File: src/rtl/cbrt_pkg.sv
// Shared types and constants for the cube-root dispatch front-end.
//   X_W / ROOT_W / TAG_W : operand, root and tag widths
//   dispatch_state_t     : dispatcher FSM states
//   is_exact_cube()      : true when root^3 equals the operand
package cbrt_pkg;

  localparam int X_W    = 8;
  localparam int ROOT_W = 3;
  localparam int TAG_W  = 2;

  // Cycles WAIT_BUSY tolerates with busy low before declaring a fault.
  localparam int BUSY_WAIT_CYCLES = 2;

  typedef enum logic [2:0] {
    IDLE,
    LAUNCH,
    WAIT_BUSY,
    WAIT_DONE,
    DELIVER
  } dispatch_state_t;

  // The root is zero-extended to X_W+1 bits so 7^3 = 343 fits without wrap.
  function automatic logic is_exact_cube(input logic [ROOT_W-1:0] root,
                                         input logic [X_W-1:0]    x);
    logic [X_W:0] r;
    logic [X_W:0] cube;
    r    = {{(X_W + 1 - ROOT_W){1'b0}}, root};
    cube = r * r * r;
    return cube == {1'b0, x};
  endfunction

endpackage

File: src/rtl/cbrt_dispatch_sync_fifo.sv
// Synchronous first-word-fall-through FIFO.
//   clk, rst_n          : clock, async active-low reset (clears pointers/count)
//   push, push_data     : write request and data (ignored when full)
//   pop, pop_data       : read request (ignored when empty), head data
//   full, empty, count  : occupancy status
// DEPTH must be a power of two so the pointers wrap naturally.
module sync_fifo #(
  parameter int WIDTH = 10,
  parameter int DEPTH = 4
) (
  input  logic                       clk,
  input  logic                       rst_n,
  input  logic                       push,
  input  logic [WIDTH-1:0]           push_data,
  input  logic                       pop,
  output logic [WIDTH-1:0]           pop_data,
  output logic                       full,
  output logic                       empty,
  output logic [$clog2(DEPTH+1)-1:0] count
);

  localparam int AW = $clog2(DEPTH);
  localparam int CW = $clog2(DEPTH + 1);

  logic [WIDTH-1:0] mem [DEPTH];
  logic [AW-1:0]    wr_ptr;
  logic [AW-1:0]    rd_ptr;
  logic             push_ok;
  logic             pop_ok;

  assign full     = (count == CW'(DEPTH));
  assign empty    = (count == '0);
  assign push_ok  = push && !full;
  assign pop_ok   = pop && !empty;
  assign pop_data = mem[rd_ptr];

  always_ff @(posedge clk) begin
    if (push_ok) begin
      mem[wr_ptr] <= push_data;
    end
  end

  always_ff @(posedge clk or negedge rst_n) begin
    if (!rst_n) begin
      wr_ptr <= '0;
      rd_ptr <= '0;
      count  <= '0;
    end else begin
      if (push_ok) begin
        wr_ptr <= wr_ptr + AW'(1);
      end
      if (pop_ok) begin
        rd_ptr <= rd_ptr + AW'(1);
      end
      case ({push_ok, pop_ok})
        2'b10:   count <= count + CW'(1);
        2'b01:   count <= count - CW'(1);
        default: count <= count;
      endcase
    end
  end

endmodule

File: src/rtl/cbrt_dispatch.sv
// Operand front-end for the iterative cube-root unit.
// Buffers operands in a FIFO, launches them one at a time into the cbrt unit,
// and presents tagged results with an exact-cube flag.
//   clk, rst_n                      : clock, async active-low reset
//   in_valid/in_ready/in_x/in_tag   : operand input (valid/ready)
//   cbrt_x/cbrt_start               : operand and launch pulse to cbrt unit
//   cbrt_busy/cbrt_result           : status and root from cbrt unit
//   out_valid/out_ready/out_root/out_tag/out_exact : result output
//   err                             : sticky fault (cbrt unit unresponsive)
//   pending                         : FIFO occupancy
//
// state     | meaning
// ----------+---------------------------------------------------------
// IDLE      | waiting for a queued operand; pops it on exit
// LAUNCH    | cbrt_start high for this single cycle
// WAIT_BUSY | waiting for the cbrt unit to acknowledge with busy
// WAIT_DONE | cbrt unit computing; capture result when busy drops
// DELIVER   | out_valid high, holding result until out_ready
module cbrt_dispatch
  import cbrt_pkg::*;
#(
  parameter int DEPTH   = 4,
  parameter int TIMEOUT = 255
) (
  input  logic                       clk,
  input  logic                       rst_n,
  input  logic                       in_valid,
  output logic                       in_ready,
  input  logic [X_W-1:0]             in_x,
  input  logic [TAG_W-1:0]           in_tag,
  output logic [X_W-1:0]             cbrt_x,
  output logic                       cbrt_start,
  input  logic                       cbrt_busy,
  input  logic [ROOT_W-1:0]          cbrt_result,
  output logic                       out_valid,
  input  logic                       out_ready,
  output logic [ROOT_W-1:0]          out_root,
  output logic [TAG_W-1:0]           out_tag,
  output logic                       out_exact,
  output logic                       err,
  output logic [$clog2(DEPTH+1)-1:0] pending
);

  localparam int FW = X_W + TAG_W;
  localparam int TW = $clog2(TIMEOUT + 1);

  dispatch_state_t state;

  logic [FW-1:0]    fifo_rdata;
  logic             fifo_full;
  logic             fifo_empty;
  logic             fifo_pop;
  logic [X_W-1:0]   head_x;
  logic [TAG_W-1:0] head_tag;

  logic [X_W-1:0]   x_q;
  logic [TAG_W-1:0] tag_q;
  logic [TW-1:0]    timer;

  assign in_ready = !fifo_full;
  assign fifo_pop = (state == IDLE) && !fifo_empty;
  assign head_x   = fifo_rdata[X_W-1:0];
  assign head_tag = fifo_rdata[FW-1:X_W];

  sync_fifo #(
    .WIDTH (FW),
    .DEPTH (DEPTH)
  ) u_fifo (
    .clk       (clk),
    .rst_n     (rst_n),
    .push      (in_valid),
    .push_data ({in_tag, in_x}),
    .pop       (fifo_pop),
    .pop_data  (fifo_rdata),
    .full      (fifo_full),
    .empty     (fifo_empty),
    .count     (pending)
  );

  // Timers are down-counters: loaded with (cycles - 1) on entry, fault fires
  // on a cycle that sees terminal count zero without the awaited busy level.
  always_ff @(posedge clk or negedge rst_n) begin
    if (!rst_n) begin
      state      <= IDLE;
      x_q        <= '0;
      tag_q      <= '0;
      timer      <= '0;
      cbrt_x     <= '0;
      cbrt_start <= 1'b0;
      out_valid  <= 1'b0;
      out_root   <= '0;
      out_tag    <= '0;
      out_exact  <= 1'b0;
      err        <= 1'b0;
    end else begin
      case (state)
        IDLE: begin
          if (!fifo_empty) begin
            x_q        <= head_x;
            tag_q      <= head_tag;
            cbrt_x     <= head_x;
            cbrt_start <= 1'b1;
            state      <= LAUNCH;
          end
        end

        LAUNCH: begin
          cbrt_start <= 1'b0;
          timer      <= TW'(BUSY_WAIT_CYCLES - 1);
          state      <= WAIT_BUSY;
        end

        WAIT_BUSY: begin
          if (cbrt_busy) begin
            timer <= TW'(TIMEOUT - 1);
            state <= WAIT_DONE;
          end else if (timer == '0) begin
            err   <= 1'b1;
            state <= IDLE;
          end else begin
            timer <= timer - TW'(1);
          end
        end

        WAIT_DONE: begin
          if (!cbrt_busy) begin
            out_root  <= cbrt_result;
            out_tag   <= tag_q;
            out_exact <= is_exact_cube(cbrt_result, x_q);
            out_valid <= 1'b1;
            state     <= DELIVER;
          end else if (timer == '0) begin
            err   <= 1'b1;
            state <= IDLE;
          end else begin
            timer <= timer - TW'(1);
          end
        end

        DELIVER: begin
          if (out_ready) begin
            out_valid <= 1'b0;
            state     <= IDLE;
          end
        end

        default: state <= IDLE;
      endcase
    end
  end

endmodule

File: config.mk
export PLATFORM = sky130hd
export DESIGN_NAME = cbrt_dispatch
export DESIGN_NICKNAME = d
export VERILOG_FILES = /design/src/rtl/cbrt_pkg.sv /design/src/rtl/cbrt_dispatch_sync_fifo.sv /design/src/rtl/cbrt_dispatch.sv
export SDC_FILE = /design/constraint.sdc
export NUM_CORES = 1
export LEC_CHECK = 0
export BUFFER_PORTS_ARGS = -buffer_cell sky130_fd_sc_hd__buf_2
export CELL_PAD_IN_SITES_DETAIL_PLACEMENT = 0
export CELL_PAD_IN_SITES_GLOBAL_PLACEMENT = 1
export CORE_MARGIN = 2
export CORE_UTILIZATION = 54
export CTS_BUF_LIST = sky130_fd_sc_hd__clkbuf_8
export DETAILED_ROUTE_END_ITERATION = 8
export PLACE_DENSITY = 0.95
export SYNTH_ARGS = -nofsm -noshare
export SYNTH_HDL_FRONTEND = slang
export SYNTH_SLANG_ARGS = --single-unit
File: constraint.sdc
create_clock -name clk -period 6.4 [get_ports clk]
set_clock_uncertainty 0.15 [all_clocks]
set_input_delay 0.96 -clock clk [delete_from_list [all_inputs] [get_ports clk]]
set_output_delay 0.96 -clock clk [all_outputs]
set_load 0.05 [all_outputs]
Yosys cells after proc, flatten, opt, wreduce, memory -nomap -nowiden
Memories as Yosys holds them, arrays and structs flattened. A register that Yosys moved wholly into a read port is not among the register bits.
Index checks and enable logic that the tools add are counted.
Widths: inputs -> output; s select.
{"block": "totals", "register_bits": 27, "latch_bits": 0, "mem_bits_rw": 40, "rom_bits": 0, "input_bits": 18, "out_inout_bits": 21, "elab_cells": 77, "memories": 1}
{"memory": "u_fifo.mem", "depth": 4, "width": 10, "rd": 1, "rd_ports_with_merged_regs": 1, "write_ports": 1, "line": "cbrt_dispatch_sync_fifo.sv:25", "rtl": "logic [WIDTH-1:0] mem [DEPTH];"}
{"block": "classes", "addsub": 5, "n_mul": 2, "n_div": 0, "n_lt_le_gt_ge": 0, "eq_ne": 13, "shift": 0, "n_mux": 22, "bitwise": 2, "reduce_logical": 21}
{"op": "$mux 8", "n": 3}
{"op": "$pmux 8 s3", "n": 1}
{"op": "$mux 3", "n": 5}
{"op": "$pmux 3 s5", "n": 1}
{"op": "$ne 2x2->1 const B", "n": 5}
{"op": "$reduce_and 2->1", "n": 5}
{"op": "$eq 9x8->1", "n": 1}
{"op": "$mul 6x3->9", "n": 1}
{"op": "$logic_not 8->1", "n": 1}
{"op": "$mux 1", "n": 8}
{"op": "$reduce_bool 2->1", "n": 4}
{"op": "$sub 8x1->8 const B", "n": 1}
{"op": "$eq 3x2->1 const B", "n": 2}
{"op": "$eq 3x3->1 const B", "n": 2}
{"op": "$logic_not 3->1", "n": 2}
{"op": "$mul 3x3->6", "n": 1}
{"op": "$pmux 1 s2", "n": 3}
{"op": "$pmux 3 s2", "n": 1}
{"op": "$reduce_and 3->1", "n": 2}
{"op": "$add 2x1->2 const B", "n": 2}
{"op": "$add 3x1->3 const B", "n": 1}
{"op": "$eq 3x1->1 const B", "n": 1}
{"op": "$logic_and 1x1->1", "n": 3}
{"op": "$logic_not 1->1", "n": 3}
{"op": "5 further kinds", "n": 6}

Depth between registers and ports, before layout
Gate-level depths: netlist of run 1.
{"block": "depth", "word_depth": 6, "mapped_depth": 13, "depth_no_buf": 12}

Modules after synthesis
Synthesis of run 1 repeated with hierarchy kept, for this count alone.
{"block": "hier_totals", "hier_cells": 271, "hier_area_um2": 3752.3}
{"mod": "sync_fifo", "instances": 1, "cells_each": 89, "area_each_um2": 1885.6, "seq_area_each_um2": 1376.3}
{"mod": "cbrt_dispatch", "instances": 1, "cells_each": 182, "area_each_um2": 1866.8, "seq_area_each_um2": 750.7}

Least setup slack after synthesis of run 1
Ideal clock, no wire load.
{"block": "synth_timing", "path_type": "input -> register", "from": "input cbrt_result[0]", "to": "register out_exact", "setup_time_ns": 0.094, "arrival_ns": 3.417, "required_time_ns": 6.156, "path_slack_ns": 2.739, "cell_stages": 12, "path_buffers": 1, "cell_sequence": "clkbuf_1 nand2_1 inv_1 ha_1 nand2_1 fa_1 inv_1 fa_1 xor3_1 a21oi_1 a41oi_1 a211oi_1"}
{"block": "synth_between", "elab_chain_len": 3}
{"item": "start, declared", "line": "cbrt_dispatch.sv:34", "rtl": "input logic [ROOT_W-1:0] cbrt_result,"}
{"item": "$mul 3x3->6", "line": "cbrt_pkg.sv:28", "rtl": "cube = r * r * r;"}
{"item": "$mul 6x3->9 *", "line": "cbrt_pkg.sv:28"}
{"item": "$eq 9x8->1 *", "line": "cbrt_pkg.sv:29", "rtl": "return cube == {1'b0, x};"}
{"item": "end signal, assigned", "line": "cbrt_dispatch.sv:129", "rtl": "out_exact <= is_exact_cube(cbrt_result, x_q);"}
{"item": "end, declared", "line": "cbrt_dispatch.sv:39", "rtl": "output logic out_exact,"}
Every way passes the cells marked *; elsewhere a longest branch is shown, timed or not.
A chain may end at the register's enable or synchronous reset.

Worst setup path after layout of run 1
Ends and elaborated chain as after synthesis.

==> reports/metrics.cfg, run 1 <==
[run_status]
status=complete, no violations

[timing]
layout_setup_ws_ns=2.95
timing.fmax_mhz=290
fin_crit_ns=3.45
maxSlewViolCount=0
period_share=0.539
hold_viol=0
rsz0062_at_grt=no
tightest_slew_ns=0.897
setup_viol=0
setup_tns_ns=0
slew_headroom=0.397

[finish]
final_util=0.622
final_cell_mix=40 x edfxtp_1, 38 x buf_2, 37 x dfrtp_1
fillers=523
n_antenna_cell=0
multi_input_area_sq_um=1540
drive_above_1_share=0.292
final_common_cell=edfxtp_1
fin_area_sq_um=4200
layout.nets=351
areaGrowthSynthToFinish_pct=11.7
regArea_sq_um=2130
fin_cells=399

[die]
start_util=0.557
num_io_pins=39
die_area_sq_um=7660
fp.coreArea_sq_um=6760
die_height_um=87.5
die_width_um=87.5
row_count=30

[global_routing]
overflow=0
gr-usage-all-layers=0.200
grt_pass1_vias=2331
grt_max_degree=38
grt_antenna_before_repair=0
grt_pass1_wl_mm=11.5

[synth]
synthArstFlopShare=0.481
syn_avg_cell_area_sq_um=13.8
synth_top_area_cell=edfxtp_1
synth_area_leaders=edfxtp_1 32%, dfrtp_1 25%, mux4_2 6.0%
ys_seq_elements=77
ys_types=54
synth_cells=273
synthesis.nets=310
ys_seq_area_frac=0.565
yosysWarnings=0
synth_edf_count=40
synth_top_area_share=0.319
syn_area_sq_um=3760
ys.flop_type=edfxtp_1

[route]
ant_nets=0
drc=0
routedWlPerCell_um=16.7
drt_wl_total_mm=6.68
dr.first_iter.drc_count=102
vias_per_cell=5.66
vias=2260
first_pass_iters=4

[setup_path]
rr_startpoint=state[1]
crit_type=primary input to flop
slowest_delay_ns=0.48
crit_path_start=cbrt_result[0]
start_kind=primary input
cp.required_ns=6.51
critPathMaxFanout=11
endpoint_kind=flop
arrival_ns=3.56
worstPathCellList=buf_2, nand2_1, inv_1, ha_1, nand2_1, fa_1, inv_1, fa_1, xor3_1, a21oi_1, a41oi_1, a211oi_1
crit_path_top_delay_cell=fa_1

[pwr]
p_comb_frac=0.440
p_leak_nw=1.73
seqPwrFrac=0.397
p_int_mw=1.23
p_sw_uw=930
peakVddDrop_mv=0.249
power_frac_clock=0.163
powerDensity_nw_per_um2=513
switching_share=0.431

[clock_tree]
cts_tree=yes
ctsResizeCount=0
cts_buffers=9
insertion_delay_ns=0.36
cts.path.max_buffers=2
cts_setup_buffers=0
cts.sinks=77
hold_buffers=0
path_clk_slew_ns=0.09
root_buffer=clkbuf_8
cts_max_level=3

[placement]
port_buffers=38
dp_cells=383
dpl_cell_area_sq_um=4020
post-dp-hpwl_mm=4.83
gp_congestion=0.854
pre_cts_slack_ns=2.59

[worst_hold_path]
worstHoldPathType=flop to flop
holdCritStartpoint=err

[run]
drv_cap=0

==> power groups by stage <==
| stage | Clock (mW) | Sequential (mW) | Combinational [mW] |
|---|---|---|---|
| detailed placement | 0 | 0.869 | 0.955 |
| global placement | 0 | 0.863 | 0.933 |
| floorplan | 0 | 1.00 | 0.606 |
| global route | 0.385 | 0.886 | 1.04 |
| finish | 0.350 | 0.856 | 0.949 |
| CTS | 0.358 | 0.858 | 0.958 |
==> cell usage after synthesis (all sizes together) (2+ instances only) <==
cell,count
edfxtp,40
dfrtp,37
ha,16
inv,16
mux2,16
nor2,12
o21ai,12
mux4,10
nand2,10
a21oi,7
xor2,7
nor3,6
a211oi,5
a22o,5
and2,5
and3,5
buf,5
nor2b,5
xnor2,5
nand2b,4
nand3,4
clkbuf,3
fa,3
or2,3
a21o,2
a31o,2
a41oi,2
nor4,2
o21bai,2
o2bb2ai,2
o31ai,2
or3,2
==> flip-flops by register name, indices dropped and copies added, names as in the netlist, 3 cells and up <==
name	count
state	3
timer	8
out_root	3
u_fifo.count	3
u_fifo.mem	40
x_q	8
==> cell type report <==
| type | instances | area share |
|---|---|---|
| Inverter | 16 | 0.0143 |
| Clock buffer | 9 | 0.0295 |
| Timing Repair Buffer | 38 | 0.0452 |
| Tap cell | 80 | 0.0238 |
| Sequential cell | 77 | 0.506 |
| Clock inverter | 7 | 0.0146 |
| Multi-Input combinational cell | 172 | 0.367 |
==> final timing paths <==
check	endpoint	slack [ns]	cells past startpoint
min in group asynchronous	out_root[2]	0.53	1
min	err	0.33	1
max reg2reg	u_fifo.count[2]	3.60	7
max in group asynchronous	tag_q[0]	5.03	1
max	out_exact	2.95	12
min reg2reg	err	0.33	1
==> critical path: cells and delay by family <==
kind / cells / cell delay (ns)
fa+ha+maj: 3 / 1.24
compound gates: 3 / 0.50
xor+xnor: 1 / 0.36
buf+inv: 3 / 0.30
simple gates: 2 / 0.21
==> per-layer routing <==
metal  GRT usage  routed length (um)  vias up
li1            -                   -     1094
met1       0.276                3090     1117
met2       0.306                3270       45
met3      0.0607                 278        4
met4      0.0657                  49        0
met5           0                   0        -
==> kinds of logic after synthesis <==
group                    after synthesis  synth area share
AO/OA/AOI/OAI                         46            0.0894
XOR/XNOR                              13            0.0342
adder cells (fa/ha/maj)               19            0.0691
buffers and inverters                 24            0.0256
flip-flops                            77             0.565
multiplexers                          27             0.110
other                                  1          0.000996
AND/OR/NAND/NOR                       66             0.105
==> per-stage QoR <==
| step | hold slack [ns] | total power [mW] |
|---|---|---|
| 2_1_floorplan | 0.325 | 1.61 |
| 3_3_place_gp | 0.305 | 1.80 |
| 3_5_place_dp | 0.308 | 1.82 |
| 4_1_cts | 0.328 | 2.18 |
| 5_1_grt | 0.341 | 2.31 |
| 6_report | 0.327 | 2.16 |
No activity file was read; power rests on OpenSTA's default activity.
==> run 2, diff against run 1 <==
--- a/config.mk
+++ b/config.mk
@@ -9,10 +9,10 @@
 export CELL_PAD_IN_SITES_DETAIL_PLACEMENT = 0
 export CELL_PAD_IN_SITES_GLOBAL_PLACEMENT = 1
 export CORE_MARGIN = 2
-export CORE_UTILIZATION = 54
+export CORE_UTILIZATION = 50
 export CTS_BUF_LIST = sky130_fd_sc_hd__clkbuf_8
 export DETAILED_ROUTE_END_ITERATION = 8
-export PLACE_DENSITY = 0.95
+export PLACE_DENSITY = 0.89
 export SYNTH_ARGS = -nofsm -noshare
 export SYNTH_HDL_FRONTEND = slang
 export SYNTH_SLANG_ARGS = --single-unit
==> constraint.sdc (replaced) <==
create_clock -name clk -period 3.5 [get_ports clk]
set_clock_uncertainty 0.15 [all_clocks]
set_input_delay 0.525 -clock clk [delete_from_list [all_inputs] [get_ports clk]]
set_output_delay 0.525 -clock clk [all_outputs]
set_load 0.05 [all_outputs]
==> run 2 against run 1 <==
Effect of this change: count of clock-buffer cells in the layout unchanged; first-iteration DRC count is 26% lower; die area increased by 7.6%; worst setup slack got worse by 2.5 ns; global-route usage shrank 2.0 points; non-clock buffer count is 1 higher; hold slack lost 0.21 ns; critical path type unchanged.
==> reports/metrics.cfg, run 2 (synthesis gave the netlist of run 1 again) <==
[run_status]
status=complete, no violations

[die]
die_area_sq_um=8240  ; +7.6%
fp.coreArea_sq_um=7250  ; +7.4%
die_height_um=90.8  ; +3.7%
start_util=0.519  ; -0.0382
num_io_pins=39  ; unchanged
die_width_um=90.8  ; +3.7%
row_count=31  ; +3.3%

[pwr]
powerDensity_nw_per_um2=940  ; +83%
finalPower_mw=4.00  ; +86%
peakVddDrop_mv=0.442  ; +78%
p_leak_nw=1.75  ; +1.3%

[timing]
fin_crit_ns=3.06
tightest_slew_ns=0.848  ; -0.0493 ns
setup_tns_ns=0  ; unchanged
rsz0062_at_grt=no
hold_viol=0  ; unchanged
setup_viol=0  ; unchanged
maxSlewViolCount=0  ; unchanged
slew_headroom=0.435  ; +0.0373
period_share=0.874
timing.fmax_mhz=327

[global_routing]
grt_pass1_wl_mm=11.5  ; +0.66%
overflow=0  ; unchanged
grt_pass1_vias=2354  ; +0.99%
grt_antenna_before_repair=0  ; unchanged
gr-usage-all-layers=0.180  ; -0.0201
grt_max_degree=38  ; unchanged

[clock_tree]
cts.sinks=77  ; unchanged
cts_tree=yes
insertion_delay_ns=0.36  ; about the same
root_buffer=clkbuf_8
cts_buffers=9  ; unchanged
cts_max_level=3  ; unchanged
ctsResizeCount=0  ; unchanged
cts_setup_buffers=0  ; unchanged
hold_buffers=0  ; unchanged
cts.path.max_buffers=2  ; unchanged
path_clk_slew_ns=0.09  ; about the same

[route]
drt_wl_total_mm=6.84  ; +2.4%
vias_per_cell=5.51  ; -2.8%
dr.first_iter.drc_count=75  ; -26%
first_pass_iters=4  ; unchanged
drc=0  ; unchanged
vias=2307  ; +2.1%
ant_nets=0  ; unchanged
routedWlPerCell_um=16.3  ; -2.5%

[setup_path]
cp.required_ns=3.62  ; -2.89 ns
slowest_delay_ns=0.48  ; about the same
crit_path_top_delay_cell=fa_1
arrival_ns=3.17  ; -0.39 ns
critPathMaxFanout=11  ; unchanged
endpoint_kind=flop
crit_buf_inv=3  ; unchanged
cp_top_family=adder cells
start_kind=primary input
worstPathCellList=buf_2, nand2_1, inv_1, ha_1, nand2_1, fa_1, inv_1, fa_1, xor3_1, a21oi_1, a41oi_1, a211oi_1
crit_type=primary input to flop

[finish]
largest_reg_flops=40  ; unchanged
n_antenna_cell=0  ; unchanged
final_util=0.587  ; -0.0352
drive_above_1_share=0.294  ; +0.00221
final_common_cell=edfxtp_1
regMostFlops=u_fifo.mem
final_cell_mix=40 x edfxtp_1, 38 x buf_2, 37 x dfrtp_1
areaGrowthSynthToFinish_pct=13.1
top_regs=u_fifo.mem (40), timer (8), x_q (8)
layout.nets=352  ; +0.28%

[placement]
port_buffers=38  ; unchanged
post-dp-hpwl_mm=4.88  ; +1.2%
gp_congestion=0.920  ; +7.7%

[run]
drv_cap=0  ; unchanged

[worst_hold_path]
worstHoldPathType=primary input to asynchronous set/reset pin

-- run 2: worst paths after layout --
| check | startpoint | cells after the start | end | slack [ns] |
|---|---|---|---|---|
| max | cbrt_result[0] | 12 | out_exact | 0.44 |
| min | rst_n | 1 | out_root[0] | 0.12 |
| max reg2reg | state[1] | 8 | u_fifo.count[2] | 1.15 |
| min reg2reg | err | 1 | err | 0.33 |
| max in group asynchronous | rst_n | 1 | err | 2.55 |
| min in group clk | in_x[0] | 1 | u_fifo.mem[0][0] | 0.22 |
-- run 2: layer usage --
layer | share of wire | global-route usage | up-vias
met4 | 0.0076 | 0.0492 | 0
met3 | 0.039 | 0.0526 | 6
li1 | - | - | 1103
met2 | 0.50 | 0.296 | 40
met5 | 0 | 0 | -
met1 | 0.46 | 0.234 | 1158
-- run 2: final cells by class --
cell class              count  area, sq um
fillers                   590         3000
repair buffers             39          198
multi-input cells         172         1540
clock buffers               9          124
clock inverters             7         83.8
flip-flops and latches     77         2130
well taps                  99          124
inverters                  16         60.1
-- run 2: stage by stage --
step	instance area, sq um	cells	hold slack (ns)	worst slack [ns]
global route	4260	419	0.166	0.315
finish	4260	419	0.117	0.441
detailed placement	4050	403	0.320	0.0860
CTS	4260	419	0.141	0.472
global placement	4050	403	0.308	0.182
floorplan	3760	273	0.0794	0.274
-- run 2: power by group --
group          leakage (nW)  switching [mW]  internal [mW]
registers             0.813           0.299           1.27
logic                 0.834            1.05          0.707
clock network         0.106           0.393          0.289
total                  1.75            1.74           2.27
